[src/rtl/braun_mul_seq.sv]
// rtl/braun_mul_seq.sv - byte-serial operand/command sequencer for the 8x8 Braun array multiplier
//
// Collects operand A (with a command) and operand B from an 8-bit pin bus.
// Presents both to the external combinational array and waits MUL_LAT cycles
// for it to settle. Then captures the product, or a running 16-bit
// multiply-accumulate, and returns it as two bytes, low byte first.
//
// Ports:
//   i_clk, i_rst            clock, asynchronous active-high reset
//   i_din, i_din_valid      operand/command byte bus and its strobe
//   i_cmd                   00 MUL, 01 MAC, 10 CLR, 11 reserved (sampled with A)
//   o_mul_a, o_mul_b        registered operands to the array
//   i_mul_p                 16-bit product from the array
//   o_dout, o_dout_valid    result byte stream
//   i_dout_ready            consumer accept
//   o_busy                  high whenever a transaction is in flight
//   o_ovf                   sticky accumulator carry-out
module braun_mul_seq #(
    parameter int MUL_LAT = 2
) (
    input  logic        i_clk,
    input  logic        i_rst,
    input  logic [7:0]  i_din,
    input  logic        i_din_valid,
    input  logic [1:0]  i_cmd,
    output logic [7:0]  o_mul_a,
    output logic [7:0]  o_mul_b,
    input  logic [15:0] i_mul_p,
    output logic [7:0]  o_dout,
    output logic        o_dout_valid,
    input  logic        i_dout_ready,
    output logic        o_busy,
    output logic        o_ovf
);

    typedef enum logic [2:0] {
        S_IDLE,
        S_LOAD_B,
        S_WAIT,
        S_OUT_LO,
        S_OUT_HI
    } state_t;

    localparam logic [1:0] CMD_MUL = 2'b00;
    localparam logic [1:0] CMD_MAC = 2'b01;
    localparam logic [1:0] CMD_CLR = 2'b10;

    // The counter is loaded on the B edge; capture happens when it reaches
    // zero, so the array sees exactly MUL_LAT full cycles of stable operands.
    localparam logic [3:0] LAT_M1 = 4'(MUL_LAT - 1);

    state_t      r_state;
    state_t      w_state_nxt;
    logic        r_op_mac;
    logic [3:0]  r_cnt;
    logic [15:0] r_acc;
    logic [15:0] r_res;
    logic        r_ovf;
    logic [7:0]  r_mul_a;
    logic [7:0]  r_mul_b;

    logic        w_load_a;
    logic        w_load_b;
    logic        w_clr;
    logic        w_capture;
    logic        w_cnt_dec;
    logic [7:0]  w_dout;
    logic        w_dout_valid;
    logic [16:0] w_sum;

    assign w_sum = {1'b0, r_acc} + {1'b0, i_mul_p};

    always_ff @(posedge i_clk or posedge i_rst) begin
        if (i_rst) begin
            r_state <= S_IDLE;
        end else begin
            r_state <= w_state_nxt;
        end
    end

    always_comb begin
        w_state_nxt  = r_state;
        w_load_a     = 1'b0;
        w_load_b     = 1'b0;
        w_clr        = 1'b0;
        w_capture    = 1'b0;
        w_cnt_dec    = 1'b0;
        w_dout       = 8'h00;
        w_dout_valid = 1'b0;
        case (r_state)
            S_IDLE: begin
                if (i_din_valid) begin
                    if (i_cmd == CMD_MUL || i_cmd == CMD_MAC) begin
                        w_load_a    = 1'b1;
                        w_state_nxt = S_LOAD_B;
                    end else if (i_cmd == CMD_CLR) begin
                        w_clr = 1'b1;
                    end
                    // reserved command: byte is dropped
                end
            end
            S_LOAD_B: begin
                if (i_din_valid) begin
                    w_load_b    = 1'b1;
                    w_state_nxt = S_WAIT;
                end
            end
            S_WAIT: begin
                if (r_cnt == 4'd0) begin
                    w_capture   = 1'b1;
                    w_state_nxt = S_OUT_LO;
                end else begin
                    w_cnt_dec = 1'b1;
                end
            end
            S_OUT_LO: begin
                w_dout       = r_res[7:0];
                w_dout_valid = 1'b1;
                if (i_dout_ready) begin
                    w_state_nxt = S_OUT_HI;
                end
            end
            S_OUT_HI: begin
                w_dout       = r_res[15:8];
                w_dout_valid = 1'b1;
                if (i_dout_ready) begin
                    w_state_nxt = S_IDLE;
                end
            end
            default: begin
                w_state_nxt = S_IDLE;
            end
        endcase
    end

    always_ff @(posedge i_clk or posedge i_rst) begin
        if (i_rst) begin
            r_op_mac <= 1'b0;
            r_cnt    <= 4'd0;
            r_acc    <= 16'h0000;
            r_res    <= 16'h0000;
            r_ovf    <= 1'b0;
            r_mul_a  <= 8'h00;
            r_mul_b  <= 8'h00;
        end else begin
            if (w_load_a) begin
                r_mul_a  <= i_din;
                r_op_mac <= i_cmd[0];
            end
            if (w_clr) begin
                r_acc <= 16'h0000;
                r_ovf <= 1'b0;
            end
            if (w_load_b) begin
                r_mul_b <= i_din;
                r_cnt   <= LAT_M1;
            end
            if (w_cnt_dec) begin
                r_cnt <= r_cnt - 4'd1;
            end
            if (w_capture) begin
                if (r_op_mac) begin
                    r_acc <= w_sum[15:0];
                    r_res <= w_sum[15:0];
                    r_ovf <= r_ovf | w_sum[16];
                end else begin
                    r_res <= i_mul_p;
                end
            end
        end
    end

    assign o_mul_a      = r_mul_a;
    assign o_mul_b      = r_mul_b;
    assign o_dout       = w_dout;
    assign o_dout_valid = w_dout_valid;
    assign o_busy       = (r_state != S_IDLE);
    assign o_ovf        = r_ovf;

endmodule

[config.mk]
export PLATFORM = sky130hd
export DESIGN_NAME = braun_mul_seq
export DESIGN_NICKNAME = d
export VERILOG_FILES = /design/src/rtl/braun_mul_seq.sv
export SDC_FILE = /design/constraint.sdc
export NUM_CORES = 1
export LEC_CHECK = 0
export ABC_AREA = 0
export CAP_MARGIN = 0
export CORE_UTILIZATION = 56
export DETAILED_ROUTE_END_ITERATION = 8
export PLACE_DENSITY = 0.87
export SLEW_MARGIN = 10
export SYNTH_ARGS = -nofsm -noshare
export SYNTH_HDL_FRONTEND = slang
export SYNTH_SLANG_ARGS = --single-unit
export TNS_END_PERCENT = 20
[constraint.sdc]
create_clock -name i_clk -period 4.2 [get_ports i_clk]
set_input_delay 0.63 -clock i_clk [delete_from_list [all_inputs] [get_ports i_clk]]
set_output_delay 0.63 -clock i_clk [all_outputs]
set_load 0.05 [all_outputs]
Word-level counts from Yosys, hierarchy flattened

Index checks and enable logic that the tools add are counted.

Add/sub/neg operators: 2
Multipliers: 0
Divide/modulo/power cells: 0
Magnitude comparators: 0
Eq/ne operators: 12
Shift-type cells: 0
Muxes and demuxes: 31
Bitwise operators: 1
Reductions and logical operators: 8

Operators by type and width:

| kind                  | number |
|---|---|
| $mux W16              | 4 |
| $mux W3               | 6 |
| $add A16 B16 Y17      | 1 |
| $mux W1               | 17 |
| $pmux W8 S2           | 1 |
| $pmux W3 S5           | 1 |
| $ne A2 B2 Y1 const B  | 6 |
| $mux W4               | 2 |
| $eq A3 B2 Y1 const B  | 2 |
| $reduce_and A6 Y1     | 1 |
| $logic_not A4 Y1      | 1 |
| $sub A4 B1 Y4 const B | 1 |
| $eq A3 B1 Y1 const B  | 1 |
| $eq A3 B3 Y1 const B  | 1 |
| $logic_not A3 Y1      | 1 |
| $reduce_bool A3 Y1    | 1 |
| $eq A2 B1 Y1 const B  | 1 |
| $eq A2 B2 Y1 const B  | 1 |
| $logic_not A2 Y1      | 1 |
| $reduce_bool A2 Y1    | 1 |
| $reduce_or A2 Y1      | 1 |
| $logic_or A1 B1 Y1    | 1 |
| $or A1 B1 Y1          | 1 |

Flip-flop bits (word level): 57
Bits in latches: 0
RAM bits: 0
ROM bits: 0
Input bits: 30
Output and inout port bits: 27
Logic and storage cells: 62
Memories: 0

Longest topological paths before layout

Gate-level depths: netlist of run 1.

Word-level depth: 8
Mapped depth: 10
Depth with buffers taken out: 9

Worst setup path after synthesis of run 1

OpenSTA, ideal clock, no wires.

Path kind: input-to-reg
From: input port i_mul_p[0]
To: register r_res[14]
Setup time: 140 ps
Data arrival time: 2657 ps
Data required time: 4060 ps
Path slack: 1403 ps
Cell stages on the path: 9
Buffers on the path: 0
Path through: ha_1 > fa_1 > a21o_1 > a221oi_2 > o21ai_1 > a31o_1 > a311o_1 > xnor2_1 > a21oi_1

Cells in the longest elaborated chain, start to end: 2

Ends and longest elaborated chain:

| element              | RTL line | RTL |
|---|---|---|
| from (decl)          | 28       | `input logic [15:0] i_mul_p,` |
| $add A16 B16 Y17     | 71       | `assign w_sum = {1'b0, r_acc} + {1'b0, i_mul_p};` |
| $mux W16             | 162      | `if (r_op_mac) begin` |
| to (signal assigned) | 164      | `r_res <= w_sum[15:0];` |
| to (signal assigned) | 167      | `r_res <= i_mul_p;` |
| to (decl)            | 57       | `logic [15:0] r_res;` |

No other way between the ends.
A chain may end at the register's enable or synchronous reset.

Worst setup path after layout of run 1

Same ends and word-level chain as after synthesis.

==> results.md, run 1 <==
- Run status: finished clean
- Avg Inst Size Synth: 10.0 µm²
- CP startpoint: i_mul_p[0]
- Post-synthesis sequential area ratio: 46.0%
- TritonCTS Sinks: 57
- Setup bufs post-CTS: 0
- Worst EP arrival: 3.37 ns
- DR WL/cell: 17.7 µm
- WS Path Type: in2reg
- # diodes: 0
- Placed instance area: 3730 µm²
- Worst Path Required: 4.38 ns
- CP max-delay cell: clkdlybuf4s50_1
- Final #Nets: 416
- Vias in the first global route: 2800
- Top cell type's share of synthesized area: 46.0%
- Cells after DPL: 427
- Ys Warns: 0
- Design area: 3950 µm²
- Worst R2R End: r_res[14]$_DFFE_PP0P_
- Levels on crit path: 10
- Comb pwr share: 51.9%
- First-pass GRT wire length: 13200 µm
- Via density: 5.93
- #FFs+latches synth: 57
- Area contributors post-synth: dfrtp_1 46%, ha_1 6.9%, mux2_2 6.2%, nand2_1 4.4%, a21oi_1 3.9%
- Number of gates resized after cts: 0
- R2r setup slk: 1.39 ns
- Clock root cell: clkbuf_8
- Tot GR Track Use: 29.2%
- IO Count: 57
- Internal power: 1.76 mW
- Clock-pin slew on the worst setup and hold paths: 0.07 ns
- Relative slew slack: 34.7%
- Std-Cell Rows: 26
- Initial Util: 59.2%
- Setup crit end: r_res[14]$_DFFE_PP0P_
- Iter 0 DRT Violations: 279
- Die width: 76.4 µm
- Area delta synth->final: 27.2%
- TritonCTS Buffers: 9
- CP delay by family, top: compound AO/OA/AOI/OAI gates
- CP peak stage delay: 0.43 ns
- Critical path endpoint category: flop
- CTS tree: done
- Main synth FF type: dfrtp_1
- Post-DP HPWL: 5490 µm
- Final hold violations: 0
- Post-synth EDFFs: 0
- Worst Skew: 0.0106 ns
- # port buffers: 56
- DRC: 0
- Pin count of the biggest net entering global routing: 48
- Total power: 3.18 mW
- Fraction of registers with async set/reset: 100%
- WL final: 7820 µm
- Leakage power: 1.81 nW
- Max VDD drop: 0.000501 V
- Final ANT Viol Nets: 0
- Max_cap viols: 0
- Synthesized cell area: 3100 µm²
- Buf+Inv Stages, Crit Path: 1
- Clock latency on the worst-skew pair: 0.34 ns
- Slew Viols, Final: 0
- Slew @ Worst Pin: 0.977 ns
- Reg2reg start: r_acc[0]$_DFF_PP0_
- Type of the most critical hold path: reg2reg
- H-Tree Depth: 3
- Power Density: 805 nW/µm²
- Commonest non-fill, non-tap cells in the layout: 57 x dfrtp_1, 56 x clkdlybuf4s50_1, 36 x nand2_1, 24 x a21oi_1, 23 x o21ai_0
- Die H: 76.4 µm
- Vias: 2628
- Share of cells above drive strength 1: 10.7%
- Syn nets: 357
- R2R depth: 9
- Commonest non-fill, non-tap cell in the layout: dfrtp_1
- Post-route insts no fill: 443
- Synth cell types: 41
- Core area: 5240 µm²
- Clock tree buffer depth: 2
- Synth area leader: dfrtp_1
- Switch share: 44.7%
- Syn Inst Count: 309
- CP startpoint kind: primary input
- Crit path cell chain: clkdlybuf4s50_1 -> ha_1 -> fa_1 -> a21o_1 -> a221oi_2 -> o21ai_1 -> a31o_1 -> a311o_1 -> xnor2_1 -> a21oi_1
- Die Area: 5840 µm²
- Overflow after GRT: 0
- Antenna violations before repair: 0
- Psw: 1.42 mW
- Seq pwr share: 30.7%
- Max Clk Rate: 0.314 GHz
- RSZ-0062 raised after global routing: no
- Crit Path Max Fanout: 3
- Setup violators final: 0
- # hold bufs at CTS: 0
- Setup TNS: 0 ns
- Tcrit/Tclk final: 75.9%
- Final min period: 3.19 ns
- TritonRoute pass-1 iters: 4
- Routability congestion estimate: 0.946
- Clk network pwr share: 17.3%
## power by group through the flow
stage | Clock (mW) | Sequential [mW] | Combinational (mW)
after global placement | 0 | 0.964 | 1.58
final | 0.551 | 0.977 | 1.65
after global routing | 0.573 | 1.01 | 1.77
after CTS | 0.551 | 0.975 | 1.65
after floorplan | 0 | 1.22 | 0.899
after detailed placement | 0 | 0.982 | 1.63
## synthesized netlist by cell type (2+ instances only)
| cell type | n |
|---|---|
| a211o_1 | 4 |
| a21o_1 | 8 |
| a21oi_1 | 24 |
| a22o_1 | 9 |
| a311o_1 | 2 |
| a31oi_1 | 2 |
| and2_1 | 4 |
| and3_1 | 7 |
| clkbuf_1 | 11 |
| dfrtp_1 | 57 |
| ha_1 | 17 |
| inv_1 | 6 |
| mux2_2 | 17 |
| mux2i_1 | 4 |
| nand2_1 | 36 |
| nand3_1 | 13 |
| nand4_1 | 2 |
| nor2_1 | 13 |
| nor2b_1 | 5 |
| nor3_1 | 3 |
| nor3b_1 | 3 |
| o21a_1 | 4 |
| o21ai_0 | 23 |
| o21ai_1 | 3 |
| or3_1 | 4 |
| xnor2_1 | 5 |
| xor2_1 | 9 |
## area by class of cell
type                    count  area [µm²]
repair buffers             59         583
inverters                   6        22.5
well taps                  70        87.6
fillers                   356        1290
multi-input cells         235        1610
flip-flops and latches     57        1430
clock buffers              12         165
clock inverters             4        50.0
## state kept, by name, summed over array words and instances, names as in the netlist
register	flops
r_cnt	4
r_state	3
r_res	16
o_mul_a	8
r_op_mac	1
r_acc	16
o_ovf	1
o_mul_b	8
## stage by stage
step	util (%)	hold slack [ns]	setup WS [ns]
after floorplan	-	0.450	1.40
after global placement	71.3	0.461	0.784
after detailed placement	71.3	0.471	0.705
after CTS	75.4	0.485	1.04
after global routing	75.4	0.510	0.901
final	75.4	0.484	1.01
## metal layers
metal	GRT usage, %	up-vias	share of wire [%]
met3	4.43	17	5.6
met4	15.2	0	2.2
met1	37.8	1263	43
met2	47.6	106	49
met5	0	-	0
li1	-	1242	-
## worst min-delay path, stage by stage, from the launching register on
cell	delay, ns
dfrtp_1	0.34
nand2_1	0.05
o21ai_0	0.06
## kinds of logic after synthesis
logic type / count (synthesis) / share of synthesized area [%]
compound gates: 88 / 18.3
xor+xnor: 14 / 3.95
fa+ha+maj: 18 / 7.50
buf+inv: 17 / 2.06
flops: 57 / 46.0
mux: 21 / 7.46
simple gates: 94 / 14.8
## worst min path at each step
stage	start	to	slack, ns	cells after the start
6_report	r_res[7]$_DFFE_PP0P_	r_res[7]$_DFFE_PP0P_	0.48	2
5_1_grt	r_res[7]$_DFFE_PP0P_	r_res[7]$_DFFE_PP0P_	0.51	2
4_1_cts	r_res[7]$_DFFE_PP0P_	r_res[7]$_DFFE_PP0P_	0.48	2
3_5_place_dp	r_res[7]$_DFFE_PP0P_	r_res[7]$_DFFE_PP0P_	0.47	2
3_3_place_gp	r_res[7]$_DFFE_PP0P_	r_res[7]$_DFFE_PP0P_	0.46	2
2_1_floorplan	r_acc[10]$_DFF_PP0_	r_acc[10]$_DFF_PP0_	0.45	2
Note: power is estimated with default switching activity, not from simulation.
==> run 2: changes to the inputs <==
--- a/config.mk
+++ b/config.mk
@@ -7,9 +7,9 @@
 export LEC_CHECK = 0
 export ABC_AREA = 0
 export CAP_MARGIN = 0
-export CORE_UTILIZATION = 56
+export CORE_UTILIZATION = 52
 export DETAILED_ROUTE_END_ITERATION = 8
-export PLACE_DENSITY = 0.87
+export PLACE_DENSITY = 0.81
 export SLEW_MARGIN = 10
 export SYNTH_ARGS = -nofsm -noshare
 export SYNTH_HDL_FRONTEND = slang
==> constraint.sdc (replaced) <==
create_clock -name i_clk -period 3 [get_ports i_clk]
set_input_delay 0.45 -clock i_clk [delete_from_list [all_inputs] [get_ports i_clk]]
set_output_delay 0.45 -clock i_clk [all_outputs]
set_load 0.05 [all_outputs]
==> run 2 against run 1 <==
Effect of this change: count of clock-buffer cells in the layout decreased by 2; die area increased by 7.5%; sequential cell count unchanged; largest power group unchanged; largest cell class unchanged; non-clock buffer count rose by 12; wire length is 3.6% lower; critical endpoint unchanged; setup slack worse by 0.93 ns.
==> results.md, run 2 (same netlist as run 1, synthesis figures left out) <==
- Run status: finished clean
- Max VDD drop: 0.000633 V (+26%)
- # port buffers: 56 (unchanged)
- Setup violators final: 0 (unchanged)
- Relative slew slack: 52.4% (+18 points)
- Final ANT Viol Nets: 0 (unchanged)
- Type of the most critical hold path: reg2reg
- H-Tree Depth: 3 (unchanged)
- Largest regs: r_acc (16), r_res (16)
- DRC: 0 (unchanged)
- Max_cap viols: 0 (unchanged)
- Clock-pin slew on the worst setup and hold paths: 0.06 ns (about the same)
- Slew @ Worst Pin: 0.714 ns (-0.263 ns)
- Post-route core utilization: 71.5% (-3.8 points)
- Std-Cell Rows: 27 (+3.8%)
- Die H: 79.3 µm (+3.7%)
- Power Density: 1100 nW/µm² (+36%)
- # hold bufs at CTS: 0 (unchanged)
- Total power: 4.42 mW (+39%)
- Hold Worst Slack: 0.479 ns (-0.00470 ns)
- Tot GR Track Use: 26.4% (-2.9 points)
- Overflow after GRT: 0 (unchanged)
- Vias in the first global route: 2591 (-7.5%)
- Setup WS pre-CTS: -0.272 ns (-0.977 ns)
- Tcrit/Tclk final: 97.1%
- Worst Skew: 0.00938 ns (-0.00123 ns)
- TritonRoute pass-1 iters: 4 (unchanged)
- Post-DP HPWL: 5600 µm (+2.0%)
- Max Clk Rate: 0.343 GHz
- Antenna violations before repair: 0 (unchanged)
- Pin count of the biggest net entering global routing: 58 (+21%)
- Commonest non-fill, non-tap cell in the layout: dfrtp_1
- Final hold violations: 0 (unchanged)
- Worst Path Required: 3.21 ns (-1.17 ns)
- Commonest non-fill, non-tap cells in the layout: 57 x dfrtp_1, 56 x clkdlybuf4s50_1, 36 x nand2_1, 23 x a21oi_1, 23 x o21ai_0
- IO Count: 57 (unchanged)
- WS Path Type: in2reg
- Area delta synth->final: 30.1%
- Iter 0 DRT Violations: 136 (-51%)
- DR WL/cell: 16.5 µm (-6.3%)
- TritonCTS Buffers: 9 (unchanged)
- Critical path endpoint category: flop
- Die width: 79.3 µm (+3.7%)
- Initial Util: 55.0% (-4.2 points)
- GRT busiest layer: met2
- CTS tree: done
- Clock root cell: clkbuf_8
- Final worst slack: 0.0870 ns (-0.926 ns)
- Leakage power: 1.86 nW (+2.7%)
- Final min period: 2.91 ns
- WL final: 7540 µm (-3.6%)
- CP startpoint kind: primary input
- Clock tree buffer depth: 2 (unchanged)
- First-pass GRT wire length: 12400 µm (-6.0%)
- # diodes: 0 (unchanged)
- GR Util met1: 35.9% (-1.9 points)
- Final #Nets: 428 (+2.9%)
- Routability congestion estimate: 0.867 (-8.3%)
- Worst EP arrival: 3.12 ns (-0.25 ns)
- Via density: 5.78 (-2.5%)
- Core area: 5640 µm² (+7.7%)
- Crit Path Max Fanout: 3 (unchanged)
- TritonCTS Sinks: 57 (unchanged)
- Slew Viols, Final: 0 (unchanged)
- Share of cells above drive strength 1: 13.8% (+3.1 points)
- Setup TNS: 0 ns (unchanged)
- Die Area: 6280 µm² (+7.5%)
- Clock latency on the worst-skew pair: 0.33 ns (about the same)
- Met3 Use GR: 5.06% (+0.63 points)
- Vias: 2637 (+0.34%)
- Met2 Usage GRT: 39.6% (-8.0 points)
## run 2: cell types whose count changed in the layout (fill, tap and decap cells not counted), sizes merged
cell and delta:
buf +12, clkbuf -2, clkinvlp +1
## run 2: critical path, cell delays in order
cell and delay [ns]:
clkdlybuf4s50_1 0.43, ha_1 0.23, fa_1 0.40, a21o_1 0.22, a221oi_4 0.30, o21ai_2 0.10
a31o_1 0.26, a311o_1 0.42, xnor2_2 0.21, a21oi_2 0.09
## run 2: final timing paths
kind,start,end,slack (ns),depth (start not counted)
worst max-delay path,i_mul_p[0],r_res[14]$_DFFE_PP0P_,0.09,10
worst min-delay path,r_res[2]$_DFFE_PP0P_,r_res[2]$_DFFE_PP0P_,0.48,2
worst max register to register,r_acc[0]$_DFF_PP0_,r_res[14]$_DFFE_PP0P_,0.27,9
worst min register to register,r_res[2]$_DFFE_PP0P_,r_res[2]$_DFFE_PP0P_,0.48,2
max in group asynchronous,i_rst,r_res[11]$_DFFE_PP0P_,1.89,3
min in group asynchronous,i_rst,r_acc[8]$_DFF_PP0_,0.64,3
## run 2: report_power, final
| part | internal, mW | total, mW | switching [mW] |
|---|---|---|---|
| sequential | 1.12 | 1.36 | 0.246 |
| clock | 0.377 | 0.689 | 0.311 |
| combinational | 0.957 | 2.37 | 1.41 |
## run 2: timing repair
item                                    CTS  global route
resized for setup                         0             4
endpoints found under the setup margin    0             2
setup buffers                             0             0
## run 2: metal layers
| layer | share of wire [%] | vias up | routed length (µm) |
|---|---|---|---|
| met5 | 0 | - | 0 |
| met4 | 2.3 | 0 | 177 |
| met3 | 5.4 | 15 | 407 |
| met2 | 47 | 90 | 3540 |
| met1 | 45 | 1261 | 3420 |
| li1 | - | 1271 | - |
## run 2: layout make-up
cell class | count | area, µm²
clock buffer | 10 | 128
clock inverter | 5 | 57.6
fill | 425 | 1610
inverter | 6 | 22.5
multi-input combinational | 235 | 1640
sequential | 57 | 1430
tap | 72 | 90.1
timing repair buffer | 71 | 673
## run 2: metrics by stage
| stage | cell area, µm² | std cells |
|---|---|---|
| floorplan | 3100 | 309 |
| global placement | 3820 | 441 |
| detailed placement | 3820 | 441 |
| CTS | 4010 | 456 |
| global route | 4040 | 456 |
| finish | 4040 | 456 |
==> RTL change: new RTL, flow settings as in run 1 <==
The 5 states of `state_t` get a one-hot encoding in 5 bits.
--- a/src/rtl/braun_mul_seq.sv
+++ b/src/rtl/braun_mul_seq.sv
@@ -34,10 +34,10 @@
 );
 
-    typedef enum logic [2:0] {
-        S_IDLE,
-        S_LOAD_B,
-        S_WAIT,
-        S_OUT_LO,
-        S_OUT_HI
+    typedef enum logic [4:0] {
+        S_IDLE   = 5'b00001,
+        S_LOAD_B = 5'b00010,
+        S_WAIT   = 5'b00100,
+        S_OUT_LO = 5'b01000,
+        S_OUT_HI = 5'b10000
     } state_t;
 
Formal check against the unedited RTL: same outputs for any inputs over 10 cycles, from zero or initial values and one cycle with i_rst high; not proved beyond that.
==> RTL change against run 1 <==
  * Die area increased by 4.9%
  * Design area increased by 3.5%
  * First-iteration DRC count decreased by 52%
  * Sequential cell count increased by 2
  * Final cell count increased by 2.5%
  * Via count increased by 4.0%
  * Area after synthesis increased by 5.1%
  * Worst setup slack got worse by 0.017 ns
  * Sequential power decreased by 21%
  * Routed wire length increased by 1.6%
  * Non-clock buffer count increased by 1
  * Worst hold slack got worse by 0.0025 ns
  * Critical path type is now flip-flop to output port
  * Power decreased by 30%
  * Global-route usage decreased by 1.1 points
==> RTL change: results (changes against run 1) <==
Parameter                              Value

Global routing
  Pin count of the biggest net entering global routing ... 36 (-25%)
  Global-route wire length before repair ... 13,200 um (+0.16%)
  Global routing usage summed across all routing layers ... 28.1% (-1.1 points)

Timing
  Worst Hold Margin ... 0.482 ns (-0.00246 ns)
  Rel. slew slack ... 51.6% (+17 points)
  Worst Skew ... 0.00560 ns (-0.00500 ns)

Logic synthesis
  Post-synthesis compound-gate area fraction ... 18.6% (+0.30 points)
  Synth top cells by count ... 58 x sky130_fd_sc_hd__dfrtp_1, 39 x sky130_fd_sc_hd__nand2_1, 22 x sky130_fd_sc_hd__a21oi_1, 21 x sky130_fd_sc_hd__o21ai_0
  Post-Synth Adder-Cell Area ... 7.14% (-0.36 points)
  Mux share of post-synthesis cell area ... 8.02% (+0.56 points)
  Sequential cell area fraction in the yosys report ... 45.3% (-0.65 points)
  Leading post-synthesis cells by cell area ... sky130_fd_sc_hd__dfrtp_1 45%, sky130_fd_sc_hd__ha_1 6.5%, sky130_fd_sc_hd__mux2_2 5.9%, sky130_fd_sc_hd__nand2_1 4.5%, sky130_fd_sc_hd__a22o_1 3.8%
  Synthesized area per cell ... 10.2 um2 (+1.5%)

Place
  Routability cong. ... 0.860 (-9.1%)
  Post-Place Cells ... 438 (+2.6%)
  Detailed-placement wirelength estimate ... 5540 um (+0.84%)

Setup path
  Worst reg-to-reg path cell count ... 5 (-4)
  Reg2Reg Setup Slack ... 1.53 ns (+0.14 ns)
  Maximum fanout count along the critical path ... 11 (+8)
  Worst r2r dst ... o_ovf
  Data arrival time at the worst-slack endpoint ... 2.57 ns (-0.80 ns)
  Beginning of the worst register-to-register path ... r_state[4]

Drt
  Total wire length ... 7950 um (+1.6%)
  Via-to-Cell Ratio ... 6.02 (+1.4%)
  Via count ... 2,732 (+4.0%)
  Count of routing violations after the opening detailed-route iteration ... 135 (-52%)

Layout
  Filler cells ... 385 (+8.1%)
  Net total in the final layout ... 425 (+2.2%)
  Share of layout cells above drive strength 1 ... 11.0% (+0.27 points)

Outcome
  Result of the run ... finished clean

Worst hold path
  Hold_sp ... r_acc[5]
  Hold Path Sink ... r_acc[5]

Power and ir drop
  Largest voltage drop on the vdd net ... 0.559 mV (+12%)
  LEAKAGE ... 1.90 nW (+4.6%)
RTL change: cell types whose count changed in the layout (fill, tap and decap cells not counted), moves of 4 or more:
cell	change
sky130_fd_sc_hd__nor3b_1	+5
sky130_fd_sc_hd__xor2_1	-4
sky130_fd_sc_hd__a22o_1	+5
sky130_fd_sc_hd__nand3_1	-7
sky130_fd_sc_hd__nor2b_1	-4
sky130_fd_sc_hd__a211o_1	-4
RTL change: cell type report:
type | instances | area share (%)
multi-input combinational | 238 | 41.2
inverter | 9 | 0.827
timing repair buffer | 60 | 14.5
sequential | 59 | 36.2
clock buffer | 11 | 3.22
tap | 72 | 2.21
clock inverter | 5 | 1.90
RTL change: cells by family (layout without fill, tap and decap cells):
kind of cell             count (synthesis)  in the layout
AND/OR/NAND/NOR                         93             93
buffers and inverters                   23             85
adder cells (fa/ha/maj)                 18             18
XOR/XNOR                                10             10
multiplexers                            24             24
flip-flops                              59             59
AO/OA/AOI/OAI                           93             93
RTL change: worst max path at each step:
stage	slack (ns)	to	depth (start not counted)
3_5_place_dp	0.88	r_res[14]	9
5_1_grt	0.89	o_dout[7]	5
4_1_cts	0.98	o_dout[7]	5
6_report	1.0	o_dout[7]	5
3_3_place_gp	0.94	r_res[14]	9
2_1_floorplan	1.53	r_res[14]	8
RTL change: report_power, final:
part,switching (mW),total [mW],internal [mW]
clock network,0.231,0.564,0.332
registers,0.0785,0.770,0.691
logic,0.567,0.902,0.335
total,0.877,2.24,1.36
RTL change: worst max-delay path, cell delays in order, from the launching register on:
cell                              delay [ns]
sky130_fd_sc_hd__dfrtp_1                0.42
sky130_fd_sc_hd__or3_4                  0.43
sky130_fd_sc_hd__nor3b_1                0.20
sky130_fd_sc_hd__buf_4                  0.21
sky130_fd_sc_hd__a22o_1                 0.16
sky130_fd_sc_hd__clkdlybuf4s50_1        0.81
RTL change: per-stage QoR:
step	utilization [%]	cell area [um2]	worst slack (ns)
floorplan	-	3260	1.53
global placement	69.5	3870	0.943
detailed placement	69.5	3870	0.885
CTS	73.3	4080	0.983
global route	73.3	4080	0.894
finish	73.3	4080	0.995
RTL change: per-layer routing:
| metal | up-vias | GRT usage, % | wire, um |
|---|---|---|---|
| li1 | 1289 | - | - |
| met1 | 1332 | 36.7 | 3520 |
| met2 | 92 | 44.3 | 3750 |
| met3 | 19 | 5.93 | 491 |
| met4 | 0 | 14.3 | 187 |
| met5 | - | 0 | 0 |
